**src/rtl/aes_pkg.sv**
```systemverilog
// Shared types for the AES command scheduler: op codes, FSM states, block type.
package aes_pkg;

   typedef logic [127:0] aes_block_t;

   typedef enum logic [1:0] {
      OP_ENC = 2'b00,
      OP_DEC = 2'b01,
      OP_KEY = 2'b10,
      OP_ILL = 2'b11
   } aes_op_e;

   typedef enum logic [2:0] {
      ST_IDLE  = 3'd0,
      ST_LOAD  = 3'd1,
      ST_START = 3'd2,
      ST_WAIT  = 3'd3,
      ST_RESP  = 3'd4
   } aes_state_e;

   // ENC and DEC are the only ops that run the core and therefore need a key.
   function automatic logic op_uses_core(input aes_op_e op);
      return (op == OP_ENC) || (op == OP_DEC);
   endfunction

endpackage

```
**src/rtl/aes_cmd_sched.sv**
```systemverilog
// Single-command scheduler in front of an AES core: accepts one ENC/DEC/KEY
// command, strobes the core, waits for completion with a timeout, and holds
// the response until it is consumed.
//
//   state    | meaning
//   ---------+---------------------------------------------------------------
//   ST_IDLE  | ready for a command; rejected commands go straight to ST_RESP
//   ST_LOAD  | one-cycle load strobe (key, plaintext or ciphertext)
//   ST_START | one-cycle start strobe (enc or dec)
//   ST_WAIT  | waiting for the matching done flag, bounded by TIMEOUT_CYCLES
//   ST_RESP  | response held until rsp_ready
module aes_cmd_sched
   import aes_pkg::*;
#(
   parameter int TIMEOUT_CYCLES = 64
) (
   input  logic         clk,
   input  logic         reset_n,
   input  logic         cmd_valid,
   output logic         cmd_ready,
   input  logic [1:0]   cmd_op,
   input  logic [127:0] cmd_data,
   output logic         rsp_valid,
   input  logic         rsp_ready,
   output logic [127:0] rsp_data,
   output logic         rsp_err,
   output logic         core_set_key,
   output logic         core_set_plain_text,
   output logic         core_set_cipher_text,
   output logic [127:0] core_key,
   output logic [127:0] core_plain_text_in,
   output logic [127:0] core_cipher_text_in,
   output logic         core_start_enc,
   output logic         core_start_dec,
   input  logic         core_done_enc,
   input  logic         core_done_dec,
   input  logic [127:0] core_cipher_text_out,
   input  logic [127:0] core_plain_text_out
);

   localparam int               CNT_W     = $clog2(TIMEOUT_CYCLES + 1);
   localparam logic [CNT_W-1:0] CNT_LIMIT = CNT_W'(TIMEOUT_CYCLES);

   aes_state_e       state;
   aes_state_e       state_nxt;
   aes_op_e          op_q;
   aes_block_t       data_q;
   logic             key_loaded;
   logic [CNT_W-1:0] wait_cnt;
   aes_block_t       rsp_data_q;
   logic             rsp_err_q;

   aes_op_e          cmd_op_e;
   logic             cmd_fire;
   logic             cmd_reject;
   logic             done_match;
   logic [CNT_W-1:0] wait_cnt_inc;
   logic             wait_timeout;
   logic             busy;

   assign cmd_op_e     = aes_op_e'(cmd_op);
   assign cmd_fire     = cmd_valid && cmd_ready;
   assign cmd_reject   = (cmd_op_e == OP_ILL) || (op_uses_core(cmd_op_e) && !key_loaded);
   // Only the flag belonging to the running op counts; the other is ignored.
   assign done_match   = (op_q == OP_ENC) ? core_done_enc : core_done_dec;
   // The count after this WAIT cycle; hitting the limit means TIMEOUT_CYCLES
   // WAIT cycles have elapsed without a done.
   assign wait_cnt_inc = wait_cnt + 1'b1;
   assign wait_timeout = (wait_cnt_inc == CNT_LIMIT);
   assign busy         = (state == ST_LOAD) || (state == ST_START) || (state == ST_WAIT);

   // State register.
   always_ff @(posedge clk or negedge reset_n) begin
      if (!reset_n) begin
         state <= ST_IDLE;
      end else begin
         state <= state_nxt;
      end
   end

   // Next-state decode.
   always_comb begin
      state_nxt = state;
      unique case (state)
         ST_IDLE: begin
            if (cmd_fire) begin
               state_nxt = cmd_reject ? ST_RESP : ST_LOAD;
            end
         end
         ST_LOAD: begin
            state_nxt = (op_q == OP_KEY) ? ST_RESP : ST_START;
         end
         ST_START: begin
            state_nxt = ST_WAIT;
         end
         ST_WAIT: begin
            if (done_match || wait_timeout) begin
               state_nxt = ST_RESP;
            end
         end
         ST_RESP: begin
            if (rsp_ready) begin
               state_nxt = ST_IDLE;
            end
         end
         default: begin
            state_nxt = ST_IDLE;
         end
      endcase
   end

   // Command latch, key flag, WAIT counter and response capture.
   always_ff @(posedge clk or negedge reset_n) begin
      if (!reset_n) begin
         op_q       <= OP_ENC;
         data_q     <= '0;
         key_loaded <= 1'b0;
         wait_cnt   <= '0;
         rsp_data_q <= '0;
         rsp_err_q  <= 1'b0;
      end else begin
         if (cmd_fire) begin
            op_q   <= cmd_op_e;
            data_q <= cmd_data;
         end

         if ((state == ST_LOAD) && (op_q == OP_KEY)) begin
            key_loaded <= 1'b1;
         end

         if (state == ST_WAIT) begin
            wait_cnt <= wait_cnt_inc;
         end else begin
            wait_cnt <= '0;
         end

         if ((state == ST_IDLE) && cmd_fire && cmd_reject) begin
            rsp_data_q <= '0;
            rsp_err_q  <= 1'b1;
         end else if ((state == ST_LOAD) && (op_q == OP_KEY)) begin
            rsp_data_q <= '0;
            rsp_err_q  <= 1'b0;
         end else if (state == ST_WAIT) begin
            if (done_match) begin
               rsp_data_q <= (op_q == OP_ENC) ? core_cipher_text_out : core_plain_text_out;
               rsp_err_q  <= 1'b0;
            end else if (wait_timeout) begin
               rsp_data_q <= '0;
               rsp_err_q  <= 1'b1;
            end
         end
      end
   end

   // Handshake, strobe and operand outputs decoded from the state.
   always_comb begin
      rsp_valid            = (state == ST_RESP);
      cmd_ready            = (state == ST_IDLE) && !rsp_valid;
      rsp_data             = rsp_valid ? rsp_data_q : '0;
      rsp_err              = rsp_valid && rsp_err_q;

      core_set_key         = (state == ST_LOAD)  && (op_q == OP_KEY);
      core_set_plain_text  = (state == ST_LOAD)  && (op_q == OP_ENC);
      core_set_cipher_text = (state == ST_LOAD)  && (op_q == OP_DEC);
      core_start_enc       = (state == ST_START) && (op_q == OP_ENC);
      core_start_dec       = (state == ST_START) && (op_q == OP_DEC);

      core_key             = (busy && (op_q == OP_KEY)) ? data_q : '0;
      core_plain_text_in   = (busy && (op_q == OP_ENC)) ? data_q : '0;
      core_cipher_text_in  = (busy && (op_q == OP_DEC)) ? data_q : '0;
   end

endmodule

```
**config.mk**
```make
export PLATFORM = sky130hd
export DESIGN_NAME = aes_cmd_sched
export DESIGN_NICKNAME = d
export VERILOG_FILES = /design/src/rtl/aes_pkg.sv /design/src/rtl/aes_cmd_sched.sv
export SDC_FILE = /design/constraint.sdc
export NUM_CORES = 1
export LEC_CHECK = 0
export CAP_MARGIN = 20
export CORE_AREA = 2 2 352 354
export CTS_BUF_LIST = sky130_fd_sc_hd__clkbuf_16
export CTS_CLUSTER_SIZE = 24
export DETAILED_ROUTE_END_ITERATION = 8
export DIE_AREA = 0 0 354 356
export PLACE_DENSITY_LB_ADDON = 0.12
export SLEW_MARGIN = 20
export SYNTH_ARGS = -nofsm -noshare
export SYNTH_HDL_FRONTEND = slang
export SYNTH_SLANG_ARGS = --single-unit
```
**constraint.sdc**
```tcl
create_clock -name clk -period 6.9 [get_ports clk]
set_clock_uncertainty 0.2 [all_clocks]
set_input_delay 1.035 -clock clk [delete_from_list [all_inputs] [get_ports clk]]
set_output_delay 1.035 -clock clk [all_outputs]
set_load 0.005 [all_outputs]
```
==> impl_metrics.py, run 1 <==
metrics = {
    "place": {
        "routabilityCongestion": 0.7579,
        "io_buffers": 911,
        "hpwl_um": 57600,
    },
    "pwr": {
        "combPwrFrac_pct": 47.5,
        "p_clk_share_pct": 20.5,
        "p_leak_nw": 10.78,
        "netSwitchingFraction_pct": 37.38,
        "ir_drop_mv": 0.2160,
        "seqPwrFrac_pct": 32.0,
        "p_switching_mw": 3.701,
        "powerDensity_nw_per_um2": 366.3,
        "p_int_mw": 6.199,
        "p_total_mw": 9.899,
    },
    "global_route": {
        "grt_use_total_pct": 11.78,
        "grt_max_degree": 129,
        "grt_pass1_vias": 14810,
        "antenna_found_initial": 13,
        "grt_pass1_wl_um": 109300,
        "grt-ovfl-total": 0,
    },
    "logic_synthesis": {
        "synth_seq_cells": 270,
        "synthCells": 1386,
        "yosysUniqueCellTypes": 39,
        "synth_top_area_share_pct": 45.28,
        "async_flop_share_pct": 100.0,
        "seq_area_frac_synth_pct": 45.28,
        "yosys.area.top_type": "dfrtp_1",
        "synth_edf_count": 0,
        "syn_nets": 1779,
        "synth.most_common_cell": "and2_1",
        "netlist_area_um2": 14920,
        "synthTopCellsByCount": "386 x and2_1, 270 x dfrtp_1, 130 x mux2_2",
        "synth_ff_type": "dfrtp_1",
        "synth.area.top_cells": "dfrtp_1 45%, and2_1 16%, mux2_2 9.8%",
        "syn_avg_cell_area_um2": 10.77,
        "synth-warning-count": 0,
    },
    "clocking": {
        "cts_hold_buf": 0,
        "clk_pin_slew_ns": 0.06,
        "cts_tree": "yes",
        "clock_latency_ns": 0.59,
        "cts-buffers-inserted": 40,
        "cts_sinks": 270,
        "cts_buffer_depth": 3,
        "htree_num_levels": 2,
        "post-cts-setup-buffer-count": 0,
        "cts-resized-gates": 0,
        "cts_root_buf": "clkbuf_16",
    },
    "layout": {
        "nets": 2618,
        "layout-drive-gt1-share_pct": 9.845,
        "n_fill_cell": 13280,
        "synthToLayoutAreaGrowth_pct": 81.12,
        "final_util_pct": 22.03,
    },
    "worst_hold_path": {
        "min_to": "key_loaded",
        "worstHoldStart": "key_loaded",
        "min_path_type": "reg2reg",
        "whs_path_depth": 1,
    },
    "route": {
        "drt-vias-per-instance": 3.563,
        "vias": 13900,
        "wirelength_um": 77470,
        "drtIter0Drc": 502,
        "wl_per_cell_um": 19.86,
        "drt.antenna.violating_nets": 0,
        "route.detailed.drc": 0,
        "drtPass1Iterations": 4,
    },
    "timing": {
        "fin_setup_tns_ns": 0,
        "fin_crit_ns": 4.859,
        "hold_ws_ns": 0.2757,
        "setup_viol": 0,
        "fmax_mhz": 205.8,
        "finalCritPeriodShare_pct": 70.42,
        "hold_viol": 0,
        "slew_headroom_pct": 34.49,
        "worstMarginPinSlew_ns": 0.9827,
        "rsz0062_at_grt": "false",
        "final_max_slew_viol_count": 0,
    },
    "floorplan": {
        "die_w_um": 354,
        "ioPinCount": 912,
        "die_h_um": 356,
        "dieArea_um2": 126000,
        "rows": 129,
        "initial_core_util_pct": 12.16,
        "coreArea_um2": 122700,
    },
    "outcome": {
        "status": "finished clean",
    },
    "worst_setup_path": {
        "critical_path.startpoint": "state[2]",
        "endpoint_kind": "output pin",
        "cp_max_fo": 86,
        "r2r_start": "state[2]",
        "rr_worst_depth": 7,
        "r2r_end": "rsp_data_q[2]",
        "crit_type": "reg2out",
        "crit_required_ns": 5.66,
        "ff2ff_setup_slack_ns": 3.44,
        "cp.arrival_ns": 3.62,
        "worst_setup_path_start_kind": "register",
    },
    "job": {
        "max-cap-violations": 0,
    },
}
[metrics by stage]
step	setup slack [ns]	instance area, µm²	std cells
floorplan	3.940	14920	1386
global placement	2.362	25710	3818
detailed placement	2.474	25710	3818
CTS	1.777	26950	3890
global route	1.704	27010	3896
finish	2.041	27020	3900
[logic make-up (layout without fill, tap and decap cells)]
kind of cell               count (synthesis)  in the layout  synth area share, %
xor gates and xnor gates                   4              4               0.2348
and+or+nand+nor                          569            569                23.37
DFF                                      270            270                45.28
adders and majority gates                  1              1              0.08384
AOI/OAI and AO/OA                        145            145                8.193
other                                      0              8                    0
buffers and inverters                    137           1006                4.101
muxes                                    260            260                18.73
[routing by layer]
| metal | global-route usage [%] | up-vias | routed length, µm |
|---|---|---|---|
| met4 | 3.610 | 8 | 1950 |
| met3 | 3.867 | 89 | 6093 |
| met2 | 21.41 | 562 | 39840 |
| li1 | - | 6511 | - |
| met5 | 0 | - | 51 |
| met1 | 12.90 | 6726 | 29530 |
[how the worst max path moves through the flow]
| stage | end |
|---|---|
| after global routing | core_plain_text_in[96] |
| final | core_plain_text_in[87] |
| after CTS | core_plain_text_in[96] |
| after global placement | core_cipher_text_in[28] |
| after floorplan | core_cipher_text_in[100] |
| after detailed placement | core_plain_text_in[96] |
[state kept, by name, indices dropped and copies added, names as in the netlist]
name        flops
rsp_err_q       1
state           3
key_loaded      1
wait_cnt        7
data_q        128
rsp_data_q    128
op_q            2
[worst max-delay path: stages, from the launching register on]
cell and delay, ns:
dfrtp_4 0.71, nor3_2 0.27, buf_4 0.41, buf_4 0.72, and2_1 0.22, clkdlybuf4s50_1 0.62
[layout make-up]
cell class | instances | area, µm² | area share [%]
Sequential cell | 270 | 6760 | 25.02
Tap cell | 1637 | 2048 | 7.579
Antenna cell | 8 | 20.02 | 0.07408
Multi-Input combinational cell | 979 | 7597 | 28.11
Inverter | 5 | 18.77 | 0.06945
Clock buffer | 41 | 1026 | 3.796
Clock inverter | 31 | 217.7 | 0.8056
Timing Repair Buffer | 929 | 9336 | 34.55
[power groups by stage]
stage	registers, mW	logic [mW]	clock network (mW)
floorplan	2.72	2.54	0
global placement	3.22	4.78	0
detailed placement	3.23	4.80	0
CTS	3.22	4.81	2.15
global route	3.32	5.11	2.20
finish	3.17	4.70	2.03
[cells in the final DEF, fill, tap and decap left out, drive strengths merged, types with 2 or more instances in the layout]
cell type      count
bufinv             3
xnor2              2
or2                3
mux2i            124
diode              8
clkinv            14
clkbuf            41
xor2               2
o21ai              3
nand3b             2
dfrtp            270
nand3              4
o2bb2ai          122
nand2             18
and2             386
nand2b             5
a21oi             10
mux2             136
clkdlybuf4s50    910
nor2              10
buf               19
or3                3
nor3               6
inv               19
a211o              2
and3             129
No activity file was read; power rests on OpenSTA's default activity.
==> run 2: changes to the inputs <==
CORE_AREA = 2 2 351 353   (was 2 2 352 354)
DIE_AREA = 0 0 353 355   (was 0 0 354 356)
clock period = 4.7 ns   (was 6.9 ns; I/O delays follow)
==> run 2 against run 1 <==
  * Utilization grew 0.17 points
  * Worst setup slack got worse by 1.6 ns
  * Cell count fell by 0.44%
  * Design area shrank 0.26%
  * Sequential cell count unchanged
  * Clock power grew 34%
==> impl_metrics.py, run 2 (synthesis gave the netlist of run 1 again) <==
metrics = {
    "layout": {
        "nets": 2619,
        "synthToLayoutAreaGrowth_pct": 80.65,
        "layout_commonest_cell": "clkdlybuf4s50_1",
        "layout-drive-gt1-share_pct": 9.716,
        "top_regs": "data_q x128, rsp_data_q x128, wait_cnt x7",
        "final_cell_mix": "910 x clkdlybuf4s50_1, 385 x and2_1, 269 x dfrtp_1, 130 x mux2_2, 129 x and3_1",
    },
    "route": {
        "route.detailed.drc": 0,
        "vias": 13920,
        "drtIter0Drc": 542,
        "wirelength_um": 77750,
        "drt.antenna.violating_nets": 0,
        "drt-vias-per-instance": 3.586,
        "wl_per_cell_um": 20.02,
        "drtPass1Iterations": 4,
    },
    "global_route": {
        "grt_max_degree": 130,
        "antenna_found_initial": 11,
        "grt_use_total_pct": 11.90,
        "grt_pass1_vias": 14530,
        "grt-ovfl-total": 0,
        "grt_pass1_wl_um": 109400,
    },
    "floorplan": {
        "die_h_um": 355,
        "die_w_um": 353,
        "coreArea_um2": 121400,
        "ioPinCount": 912,
        "rows": 128,
        "dieArea_um2": 125300,
        "initial_core_util_pct": 12.29,
    },
    "worst_setup_path": {
        "crit_required_ns": 3.80,
        "endpoint_kind": "output pin",
        "ff2ff_setup_slack_ns": 1.60,
        "cp_max_fo": 76,
        "worst_setup_path_start_kind": "register",
        "cp.arrival_ns": 3.35,
        "crit_type": "reg2out",
    },
    "outcome": {
        "status": "finished clean",
    },
    "clocking": {
        "cts_sinks": 270,
        "cts_root_buf": "clkbuf_16",
        "clk_pin_slew_ns": 0.06,
        "clock_latency_ns": 0.58,
        "cts-buffers-inserted": 39,
        "cts_tree": "yes",
        "cts-resized-gates": 0,
        "cts_buffer_depth": 3,
        "htree_num_levels": 2,
    },
    "timing": {
        "fin_crit_ns": 4.255,
        "finalCritPeriodShare_pct": 90.54,
        "hold_viol": 0,
        "fmax_mhz": 235.0,
        "slew_headroom_pct": 34.53,
        "worstMarginPinSlew_ns": 0.9821,
        "final_max_slew_viol_count": 0,
        "hold_ws_ns": 0.2730,
        "setup_viol": 0,
        "rsz0062_at_grt": "false",
        "fin_setup_tns_ns": 0,
    },
    "worst_hold_path": {
        "min_path_type": "reg2reg",
    },
    "place": {
        "hpwl_um": 58880,
        "io_buffers": 911,
        "routabilityCongestion": 0.7622,
    },
    "pwr": {
        "p_total_mw": 14.28,
        "ir_drop_mv": 0.3961,
        "p_leak_nw": 10.75,
        "powerDensity_nw_per_um2": 529.6,
    },
    "job": {
        "max-cap-violations": 0,
    },
}
run 2: cell count changes in the layout (fill, tap and decap cells not counted), moves of 2 or more:
cell | previous run | this run
buf_12 | 4 | 9
clkbuf_16 | 41 | 39
buf_4 | 11 | 9
diode_2 | 8 | 4
bufinv_16 | 3 | 1
run 2: area by class of cell:
cell class                 count  area (µm²)
clock inverter                30       165.2
inverter                       5       18.77
multi-input combinational    979        7597
fill                       13260       94440
sequential                   270        6760
clock buffer                  39       975.9
timing repair buffer         931        9393
antenna                        4       10.01
tap                         1625        2033
run 2: final timing paths:
path / start / endpoint / cells past startpoint
max reg2reg: state[2] / rsp_data_q[36] / 7
min: key_loaded / key_loaded / 1
min reg2reg: key_loaded / key_loaded / 1
min in group asynchronous: reset_n / rsp_data_q[89] / 2
max in group asynchronous: reset_n / rsp_data_q[94] / 3
max: state[2] / core_cipher_text_in[64] / 5
run 2: report_power, final:
part           internal, mW  leakage (nW)  switching (mW)
sequential             3.49          3.39            1.12
combinational          3.88          6.76            3.06
clock                  1.56         0.605            1.16
run 2: metrics by stage:
| step | cells | util, % | area, µm² | setup slack, ns |
|---|---|---|---|---|
| floorplan | 1386 | - | 14920 | 2.070 |
| global placement | 3809 | 21.24 | 25790 | 1.030 |
| detailed placement | 3809 | 21.24 | 25790 | 0.9851 |
| CTS | 3879 | 22.19 | 26940 | 0.3089 |
| global route | 3880 | 22.20 | 26950 | 0.2144 |
| finish | 3883 | 22.20 | 26950 | 0.4447 |
run 2: what timing repair did:
action	in CTS	in global routing
setup buffers	0	0
hold endpoints to repair	72	0
hold buffers	1	0
run 2: critical path, cell delays in order, from the launching register on:
cell	delay [ns]
dfrtp_4	0.46
or3b_2	0.53
nor2_4	0.64
buf_12	0.31
and2_1	0.19
clkdlybuf4s50_1	0.50
run 2: per-layer routing:
layer	share of wire [%]	up-vias	track usage, %
met5	0.093	-	0
met4	2.3	10	3.004
met3	7.7	87	4.144
met2	51	556	21.79
met1	38	6754	13.03
li1	-	6517	-
==> run 3: changes to the inputs <==
ABC_AREA = 1   (was not set)
CAP_MARGIN = 30   (was 20)
CORE_AREA = 2 2 353 355   (was 2 2 351 353)
DIE_AREA = 0 0 355 357   (was 0 0 353 355)
==> run 3 against run 2 <==
  * Sequential power fell by 18%
  * Via count rose by 20%
  * Combinational power rose by 3.0%
  * Total power fell by 3.8%
  * Largest cell class unchanged
  * Highest routed layer unchanged
  * Hold slack got worse by 0.0092 ns
==> impl_metrics.py, run 3 <==
metrics = {
    "outcome": {
        "status": "finished clean",
    },
    "logic_synthesis": {
        "synth_edf_count": 0,
        "yosys.area.top_type": "dfrtp_1",
        "yosysUniqueCellTypes": 26,
        "synth-warning-count": 0,
        "synth_compound_area_share_pct": 10.89,
        "seq_area_frac_synth_pct": 44.78,
        "synth_adder_area_share_pct": 0.08293,
        "synth_top_area_share_pct": 44.78,
        "synth_ff_type": "dfrtp_1",
        "synth_xor_area_share_pct": 0.05805,
        "netlist_area_um2": 15090,
        "synth_top_family_by_area": "simple AND/OR/NAND/NOR gates",
        "synthCells": 2086,
        "synth.area.top_cells": "dfrtp_1 45%, nor2_1 13%, nand2_1 7.5%",
        "syn_nets": 2479,
        "synth_mux_area_share_pct": 0.07463,
        "syn_avg_cell_area_um2": 7.233,
        "synth_seq_cells": 270,
        "synthTopCellsByCount": "533 x nor2_1, 301 x nand2_1, 273 x inv_1",
        "synthSimpleGateAreaFrac_pct": 31.93,
        "synth.most_common_cell": "nor2_1",
        "async_flop_share_pct": 100.0,
    },
    "timing": {
        "fin_ws_ns": 0.6754,
        "worstMarginPinSlew_ns": 1.066,
        "rsz0062_at_grt": "false",
        "fmax_mhz": 248.5,
        "fin_crit_ns": 4.025,
        "setup_viol": 0,
        "finalCritPeriodShare_pct": 85.63,
        "fin_setup_tns_ns": 0,
        "hold_viol": 0,
        "final_max_slew_viol_count": 0,
        "slew_headroom_pct": 28.94,
    },
    "floorplan": {
        "ioPinCount": 912,
        "initial_core_util_pct": 12.27,
        "die_w_um": 355,
        "rows": 129,
        "dieArea_um2": 126700,
        "coreArea_um2": 123000,
        "die_h_um": 357,
    },
    "worst_setup_path": {
        "worst_setup_path_start_kind": "register",
        "crit_type": "reg2out",
        "endpoint_kind": "output pin",
        "cp_max_fo": 47,
        "crit_required_ns": 3.80,
        "cp.arrival_ns": 3.12,
    },
    "layout": {
        "synthToLayoutAreaGrowth_pct": 79.61,
        "n_fill_cell": 13840,
        "layout_commonest_cell": "clkdlybuf4s50_1",
        "nets": 3306,
        "top_regs": "data_q x128, rsp_data_q x128, wait_cnt x7",
        "ff_latch_area_um2": 6756,
        "final_cell_mix": "910 x clkdlybuf4s50_1, 533 x nor2_1, 298 x nand2_1, 279 x inv_1, 270 x dfrtp_1",
        "final_util_pct": 22.03,
        "layout-drive-gt1-share_pct": 7.800,
        "multi_input_area_um2": 6536,
    },
    "pwr": {
        "p_leak_nw": 11.05,
        "seqPwrFrac_pct": 27.4,
        "p_switching_mw": 5.911,
        "combPwrFrac_pct": 52.1,
        "p_clk_share_pct": 20.6,
        "powerDensity_nw_per_um2": 506.8,
        "ir_drop_mv": 0.3612,
        "p_int_mw": 7.823,
        "netSwitchingFraction_pct": 43.04,
    },
    "place": {
        "dp_slack_ns": 1.103,
        "routabilityCongestion": 0.7539,
        "hpwl_um": 67880,
        "io_buffers": 911,
    },
    "clocking": {
        "cts_hold_buf": 1,
        "cts_buffer_depth": 3,
        "cts_root_buf": "clkbuf_16",
        "cts_tree": "yes",
        "cts-resized-gates": 0,
        "post-cts-setup-buffer-count": 0,
        "htree_num_levels": 2,
        "clk_pin_slew_ns": 0.06,
        "cts_sinks": 270,
        "clock_latency_ns": 0.57,
        "cts-buffers-inserted": 39,
    },
    "global_route": {
        "antenna_found_initial": 21,
        "grt_pass1_wl_um": 126700,
        "grt_use_total_pct": 13.61,
        "grt_pass1_vias": 17130,
        "grt-ovfl-total": 0,
        "grt_max_degree": 224,
    },
    "route": {
        "vias": 16780,
        "wirelength_um": 90710,
        "route.detailed.drc": 0,
        "drt.antenna.violating_nets": 0,
        "drt-vias-per-instance": 3.665,
        "drtIter0Drc": 772,
        "drtPass1Iterations": 5,
        "wl_per_cell_um": 19.82,
    },
    "worst_hold_path": {
        "min_path_type": "reg2reg",
    },
    "job": {
        "max-cap-violations": 0,
    },
}
[run 3: cell types whose count changed after synthesis, moves of 35 or more]
cell and change:
buf_2 +35, nand2_1 +283, nand4_1 +128, nor2_1 +523, o2bb2ai_1 -122, and3_1 -129, mux2_2 -129, mux2i_1 -124
o211ai_1 +123, o21ai_0 +127, or2_2 +121, inv_1 +268, and2_1 -386
[run 3: final timing paths]
kind | startpoint | to | slack (ns) | depth (start not counted)
min | key_loaded | key_loaded | 0.26 | 1
min reg2reg | key_loaded | key_loaded | 0.26 | 1
max reg2reg | op_q[0] | rsp_data_q[30] | 1.26 | 9
min in group asynchronous | reset_n | rsp_data_q[75] | 0.57 | 2
max | state[0] | core_plain_text_in[19] | 0.68 | 6
max in group asynchronous | reset_n | data_q[125] | 2.77 | 3
[run 3: layer usage]
metal	GRT usage [%]	vias to the layer above	wire (µm)
li1	-	8203	-
met1	16.07	7809	37010
met2	23.21	619	43740
met3	4.842	121	7392
met4	3.746	24	2417
met5	0	-	153
[run 3: logic make-up after synthesis]
family,Yosys count
flops,270
fa+ha+maj,1
compound gates,265
xor+xnor,1
buf+inv,445
simple gates,1103
mux,1
[run 3: layout make-up]
| class | count | share of cell area [%] |
|---|---|---|
| Clock inverter | 23 | 0.5217 |
| Multi-Input combinational cell | 1371 | 24.12 |
| Clock buffer | 41 | 3.786 |
| Tap cell | 1637 | 7.558 |
| Inverter | 278 | 3.883 |
| Sequential cell | 270 | 24.93 |
| Timing Repair Buffer | 953 | 35.16 |
| Antenna cell | 4 | 0.03694 |
[run 3: worst max-delay path, cell delays in order, from the launching register on]
cell             delay [ns]
dfrtp_1                0.39
nor2_2                 0.06
nor2_1                 0.43
nand2_4                0.52
buf_4                  0.42
nor2_1                 0.13
clkdlybuf4s50_1        0.52
[run 3: power groups by stage]
stage / clock network (mW) / logic (mW) / registers (mW)
final: 2.83 / 7.15 / 3.76
after global routing: 3.07 / 7.99 / 3.88
after CTS: 2.99 / 7.43 / 3.76
after detailed placement: 0 / 7.40 / 3.79
after global placement: 0 / 7.44 / 3.78
after floorplan: 0 / 3.44 / 3.70
[run 3: through the flow]
| step | instance area, µm² | hold WS (ns) | instances | total power, mW |
|---|---|---|---|---|
| final | 27100 | 0.2639 | 4577 | 13.73 |
| after global routing | 27090 | 0.2741 | 4574 | 14.94 |
| after CTS | 27090 | 0.2650 | 4573 | 14.18 |
| after detailed placement | 25910 | 0.2497 | 4508 | 11.19 |
| after global placement | 25910 | 0.2500 | 4508 | 11.22 |
| after floorplan | 15090 | 0.2094 | 2086 | 7.142 |
